File: src/rtl/craft_pkg.sv
// Shared CRAFT round-constant definitions: LFSR widths, seeds, step functions
// and an elaboration-time lookup of the n-th forward LFSR state.
package craft_pkg;

  localparam int A_W   = 4;
  localparam int B_W   = 3;
  localparam int IDX_W = 5;
  localparam int RC_W  = 8;

  localparam logic [A_W-1:0] A_INIT = 4'h1;
  localparam logic [B_W-1:0] B_INIT = 3'h1;

  typedef struct packed {
    logic [A_W-1:0] a;
    logic [B_W-1:0] b;
  } lfsr_t;

  function automatic logic [A_W-1:0] a_fwd(input logic [A_W-1:0] a);
    return {a[0] ^ a[1], a[3:1]};
  endfunction

  function automatic logic [A_W-1:0] a_bwd(input logic [A_W-1:0] a);
    return {a[2:0], a[3] ^ a[0]};
  endfunction

  function automatic logic [B_W-1:0] b_fwd(input logic [B_W-1:0] b);
    return {b[0] ^ b[1], b[2:1]};
  endfunction

  function automatic logic [B_W-1:0] b_bwd(input logic [B_W-1:0] b);
    return {b[1:0], b[2] ^ b[0]};
  endfunction

  // Walks the forward sequence n steps from the seeds; used for constants only.
  function automatic lfsr_t lfsr_at(input int n);
    lfsr_t s;
    s.a = A_INIT;
    s.b = B_INIT;
    for (int i = 0; i < n; i++) begin
      s.a = a_fwd(s.a);
      s.b = b_fwd(s.b);
    end
    return s;
  endfunction

endpackage

File: src/rtl/craft_round_constants_inv.sv
// CRAFT round-constant generator, decryption order (ROUNDS-1 down to 0).
// Define CRAFT_RC_BIDIR_EN to add the dec port and forward-order sequencing.
module craft_round_constants_inv
  import craft_pkg::*;
#(
  parameter int ROUNDS = 32
) (
  input  logic             clk,
  input  logic             rst,
  input  logic             ce,
  input  logic             start,
`ifdef CRAFT_RC_BIDIR_EN
  input  logic             dec,
`endif
  output logic [RC_W-1:0]  rc,
  output logic [IDX_W-1:0] round_idx,
  output logic             valid,
  output logic             last,
  output logic             done
);

  generate
    if (ROUNDS < 1 || ROUNDS > 32) begin : g_bad_rounds
      $error("craft_round_constants_inv: ROUNDS must be in 1..32");
    end
  endgenerate

  localparam lfsr_t            REV_LOAD = lfsr_at(ROUNDS - 1);
  localparam logic [IDX_W-1:0] IDX_TOP  = IDX_W'(ROUNDS - 1);

  logic [A_W-1:0]   a_q, a_d;
  logic [B_W-1:0]   b_q, b_d;
  logic [IDX_W-1:0] idx_q, idx_d;
  logic             valid_q, valid_d;
  logic             done_q, done_d;
  logic             at_end;

`ifdef CRAFT_RC_BIDIR_EN
  logic dec_q, dec_d;

  assign at_end = dec_q ? (idx_q == '0) : (idx_q == IDX_TOP);
`else
  assign at_end = (idx_q == '0);
`endif

  always_comb begin
    // NOTE: every next-state signal takes its hold value first so no path leaves it unassigned (no latches).
    a_d     = a_q;
    b_d     = b_q;
    idx_d   = idx_q;
    valid_d = valid_q;
    done_d  = 1'b0;
`ifdef CRAFT_RC_BIDIR_EN
    dec_d   = dec_q;
`endif
    if (ce) begin
      if (start) begin
        valid_d = 1'b1;
        a_d     = REV_LOAD.a;
        b_d     = REV_LOAD.b;
        idx_d   = IDX_TOP;
`ifdef CRAFT_RC_BIDIR_EN
        dec_d   = dec;
        if (!dec) begin
          a_d   = A_INIT;
          b_d   = B_INIT;
          idx_d = '0;
        end
`endif
      end else if (valid_q) begin
        if (at_end) begin
          // Retire: park on the decryption-order load values, matching reset.
          valid_d = 1'b0;
          done_d  = 1'b1;
          a_d     = REV_LOAD.a;
          b_d     = REV_LOAD.b;
          idx_d   = IDX_TOP;
        end else begin
`ifdef CRAFT_RC_BIDIR_EN
          if (dec_q) begin
            a_d   = a_bwd(a_q);
            b_d   = b_bwd(b_q);
            idx_d = idx_q - 1'b1;
          end else begin
            a_d   = a_fwd(a_q);
            b_d   = b_fwd(b_q);
            idx_d = idx_q + 1'b1;
          end
`else
          a_d   = a_bwd(a_q);
          b_d   = b_bwd(b_q);
          idx_d = idx_q - 1'b1;
`endif
        end
      end
    end
  end

  // NOTE: state registers use non-blocking assignments so all flops update together on the edge.
  always_ff @(posedge clk or posedge rst) begin
    if (rst) begin
      a_q     <= REV_LOAD.a;
      b_q     <= REV_LOAD.b;
      idx_q   <= IDX_TOP;
      valid_q <= 1'b0;
      done_q  <= 1'b0;
`ifdef CRAFT_RC_BIDIR_EN
      dec_q   <= 1'b1;
`endif
    end else begin
      a_q     <= a_d;
      b_q     <= b_d;
      idx_q   <= idx_d;
      valid_q <= valid_d;
      done_q  <= done_d;
`ifdef CRAFT_RC_BIDIR_EN
      dec_q   <= dec_d;
`endif
    end
  end

  assign rc        = {a_q, 1'b0, b_q};
  assign round_idx = idx_q;
  assign valid     = valid_q;
  assign last      = valid_q & at_end;
  assign done      = done_q;

endmodule

File: config.mk
export PLATFORM = sky130hd
export DESIGN_NAME = craft_round_constants_inv
export DESIGN_NICKNAME = d
export VERILOG_FILES = /design/src/rtl/craft_pkg.sv /design/src/rtl/craft_round_constants_inv.sv
export SDC_FILE = /design/constraint.sdc
export NUM_CORES = 1
export LEC_CHECK = 0
export BUFFER_PORTS_ARGS = -buffer_cell sky130_fd_sc_hd__buf_2
export CAP_MARGIN = 20
export CORE_ASPECT_RATIO = 0.75
export CORE_MARGIN = 1.5
export CORE_UTILIZATION = 35
export DETAILED_ROUTE_END_ITERATION = 10
export REMOVE_ABC_BUFFERS = 1
export SYNTH_ARGS = -nofsm -noshare
export SYNTH_HDL_FRONTEND = slang
export SYNTH_SLANG_ARGS = --single-unit
File: constraint.sdc
create_clock -name clk -period 2.1 [get_ports clk]
set_input_delay 0.315 -clock clk [delete_from_list [all_inputs] [get_ports clk]]
set_output_delay 0.315 -clock clk [all_outputs]
set_load 0.05 [all_outputs]
# Word level (Yosys, flattened, before mapping)
# Cells that the tools add are included.
totals:
  output_inout_bits: 16
  inputBits: 4
  elab_cells: 28
  ff_bits: 14
op_classes:
  reduce_logical: 3
  n_bitwise: 3
  addsub: 1
  n_mux: 16
op_table:
  columns: ["operator", "count"]
  rows:
  - ["2-to-1 mux 5 bit", 3]
  - ["2-to-1 mux 4 bit", 3]
  - ["2-to-1 mux 3 bit", 3]
  - ["2-to-1 mux 1 bit", 7]
  - ["logical NOT 5 bit", 1]
  - ["subtractor 5 x 1 -> 5 bit, second input constant", 1]
  - ["AND reduction 2 bit", 1]
  - ["nonzero test 2 bit", 1]
  - ["bitwise XOR 1 bit", 2]
  - ["bitwise AND 1 bit", 1]

# Depth between registers and ports, before layout
depth:
  depth_word: 5
  mapped_depth: 5
  ltp_nobuf: 5

# Worst setup path after synthesis
# OpenSTA, ideal clock, no wires.
synth_path:
  path_kind: "register -> output"
  from: "register idx_q[0] (netlist: round_idx[0])"
  to: "output last"
  t_arrival_ns: 1.552
  required_ns: 1.785
  setup_slack_ns: 0.233
  stages_incl_launch_ff: 5
  path_buffers: 0
  path_cell_list: "dfstp_2 > inv_1 > ha_1 > nor4b_4 > and2_1"
synth_between:
  elab_chain_len: 2
synth_lines:
  columns: ["element", "line_no", "text"]
  rows:
  - ["start: declaration", "craft_round_constants_inv.sv:33", "logic [IDX_W-1:0] idx_q, idx_d;"]
  - ["start signal: assignment", "craft_round_constants_inv.sv:113", "idx_q <= idx_d;"]
  - ["logical NOT 5 bit", "craft_round_constants_inv.sv:43", "assign at_end = (idx_q == '0);"]
  - ["bitwise AND 1 bit", "craft_round_constants_inv.sv:125", "assign last = valid_q & at_end;"]
  - ["end: declaration", "craft_round_constants_inv.sv:18", "output logic last,"]
# Every way passes these cells.

# Worst setup path after layout
# Ends and elaborated chain as after synthesis.

==> impl_metrics.yaml <==
run_status:
  status: "complete, no violations"
synth:
  synth_edf_count: 0
  yosys-mux-area-fraction: 0.0132
  synthCells: 76
  yosysSeqAreaShare: 0.474
  async_flop_share: 1.00
  synth_top_cell_by_area: "dfstp_2"
  synth-compound-area-share: 0.148
  yosys-top-cells-area: "dfstp_2 (28%), dfrtp_1 (20%), a21oi_1 (4.6%), inv_1 (3.5%), nor4b_4 (3.1%)"
  synth-xor-area-share: 0
  synth-seq-cells: 14
  synth_warnings: 0
  synth_commonest_cells: "dfstp_2 (8), a21oi_1 (7), inv_1 (7), dfrtp_1 (6)"
  ys.flop_type: "dfstp_2"
  synthSimpleGateAreaFrac: 0.278
  syn_area_um2: 759
  synth_top_area_share: 0.277
  synth_top_family_by_area: "simple AND/OR/NAND/NOR gates"
  yosysMostFrequentCell: "dfstp_2"
  synth-adder-area-share: 0.0165
  synth_cell_type_count: 32
  syn_avg_cell_area_um2: 9.99
critical_path:
  slowest_delay_ns: 0.58
  worst-setup-path-type: "reg2out"
  worstPathMaxFanout: 5
  cp_data_required_time_ns: 1.78
  rr_endpoint: "a_q[1]$_DFFE_PP0P_"
  r2r-start: "round_idx[0]$_DFFE_PP1P_"
  slowest_stage: "dfstp_2"
  arrival_ns: 1.68
  rr_worst_depth: 6
  crit_path_end_kind: "primary output"
  r2r_setup_slack_ns: 0.41
  cp_cell_sequence: "inv_1, ha_1, nor4b_4, and2_1, buf_2"
  cp-start-kind: "register"
power_and_ir_drop:
  ir_drop_v: 0.000410
  leakagePower_nw: 0.437
  powerDensity_nw_per_um2: 883
sta:
  max_freq_mhz: 502
  fin_skew_ns: 0.00339
  hold_viol: 0
  drv_slew: 0
  timing.final.ws_setup_ns: 0.109
  setup-violations-final: 0
  rsz0062_at_grt: "no"
  whs_ns: 0.0540
  tightest_slew_ns: 0.532
  maxSlewHeadroom: 0.645
  period_needed_ns: 1.99
  setup_tns_ns: 0
  min_period_over_period: 0.948
routing:
  routedWlPerCell_um: 14.0
  route.detailed.drc: 0
  viasPerCell: 5.25
  drtIter0Drc: 11
  route.vias.total: 625
  antenna_left: 0
  dr.pass1.iters: 4
  drt_wl_total_mm: 1.66
place:
  dp_hpwl_mm: 1.15
  portBuffers: 18
  placed_cells: 114
  routabilityCongestion: 0.796
  dpl_worst_slack_ns: 0.242
floorplanning:
  coreArea_um2: 2030
  die_y_um: 43.3
  die_area_um2: 2460
  die_w_um: 56.8
  start_util: 0.374
  ios: 20
  rows: 14
clocking:
  path_clk_slew_ns: 0.09
  clockBufferDepth: 2
  cts_sinks: 14
  clock_latency_ns: 0.28
  htreeDepth: 1
  cts_resized: 0
  ctsRootBufferMaster: "clkbuf_4"
  tritoncts: "built"
  cts_buffers: 3
global_routing:
  grt_pass1_vias: 558
  grt_pass1_wl_mm: 2.77
  grt.total_usage: 0.150
  antenna_found_initial: 0
  grt_max_degree: 18
  gr-total-overflow: 0
finish:
  antenna_cells: 0
  fin_nets: 101
  syn_to_final_growth_pct: 18.6
  final_cells: 119
  drive_gt1_frac: 0.411
  fin_util: 0.443
job:
  maxCapViolCount: 0
min_path:
  hold_path_class: "in2async"
## per-stage QoR
| step | power [mW] | instance area [um^2] |
|---|---|---|
| after floorplan | 0.546 | 737 |
| after global placement | 0.605 | 857 |
| after detailed placement | 0.606 | 857 |
| after CTS | 0.806 | 901 |
| after global routing | 0.843 | 901 |
| final | 0.796 | 901 |
## critical path, delay by kind of cell, from the launching register on
kind	cells	cell delay (ns)
adders and majority gates	1	0.25
buffers and inverters	2	0.26
DFF	1	0.58
and+or+nand+nor	2	0.31
## cells by family after synthesis
kind of cell / Yosys count
AND/OR/NAND/NOR: 30
AO/OA/AOI/OAI: 18
flip-flops: 14
buffers and inverters: 11
multiplexers: 1
adder cells (fa/ha/maj): 1
other: 1
## routing by layer
| layer | track usage | vias up | part of all wire |
|---|---|---|---|
| met5 | 0 | - | 0 |
| met4 | 0.0279 | 0 | 0.0054 |
| met3 | 0.0657 | 2 | 0.071 |
| met2 | 0.221 | 20 | 0.42 |
| met1 | 0.211 | 289 | 0.51 |
| li1 | - | 314 | - |
## worst max-delay path by stage
| stage | endpoint | slack, ns | start | depth (start not counted) |
|---|---|---|---|---|
| after CTS | last | 0.11 | round_idx[0]$_DFFE_PP1P_ | 5 |
| after global routing | last | 0.03 | round_idx[0]$_DFFE_PP1P_ | 5 |
| final | last | 0.11 | round_idx[0]$_DFFE_PP1P_ | 5 |
| after detailed placement | last | 0.24 | round_idx[0]$_DFFE_PP1P_ | 5 |
| after floorplan | last | 0.23 | round_idx[0]$_DFFE_PP1P_ | 4 |
| after global placement | last | 0.33 | round_idx[0]$_DFFE_PP1P_ | 5 |
## power by group
part | internal (mW) | leakage, nW | total [mW] | switching (mW)
combinational | 0.0610 | 0.256 | 0.238 | 0.177
clock | 0.106 | 0.0210 | 0.195 | 0.0890
sequential | 0.320 | 0.160 | 0.363 | 0.0430
total | 0.486 | 0.437 | 0.796 | 0.309
## area by class of cell
cell class | instances | area (um^2)
fill | 209 | 1130
inverter | 7 | 26.3
multi-input combinational | 51 | 350
clock buffer | 4 | 36.3
tap | 24 | 30.0
timing repair buffer | 19 | 97.6
sequential | 14 | 360
## flip-flops by register name, indices dropped and copies added, names as in the netlist
register   cells
done           1
round_idx      5
b_q            3
a_q            4
valid          1
## cell usage in the layout, fill, tap and decap left out, types with 4 or more instances in the layout
cell      n
dfrtp_1   6
inv_1     7
nand2_1   4
buf_2    18
a21oi_1   7
nand3_1   4
dfstp_2   8
nor3_1    4
## timing repair
item	CTS	global route
endpoints found under the setup margin	1	0
setup buffers	1	0
hold buffers	0	0
Power figures use the tool's default switching activity.
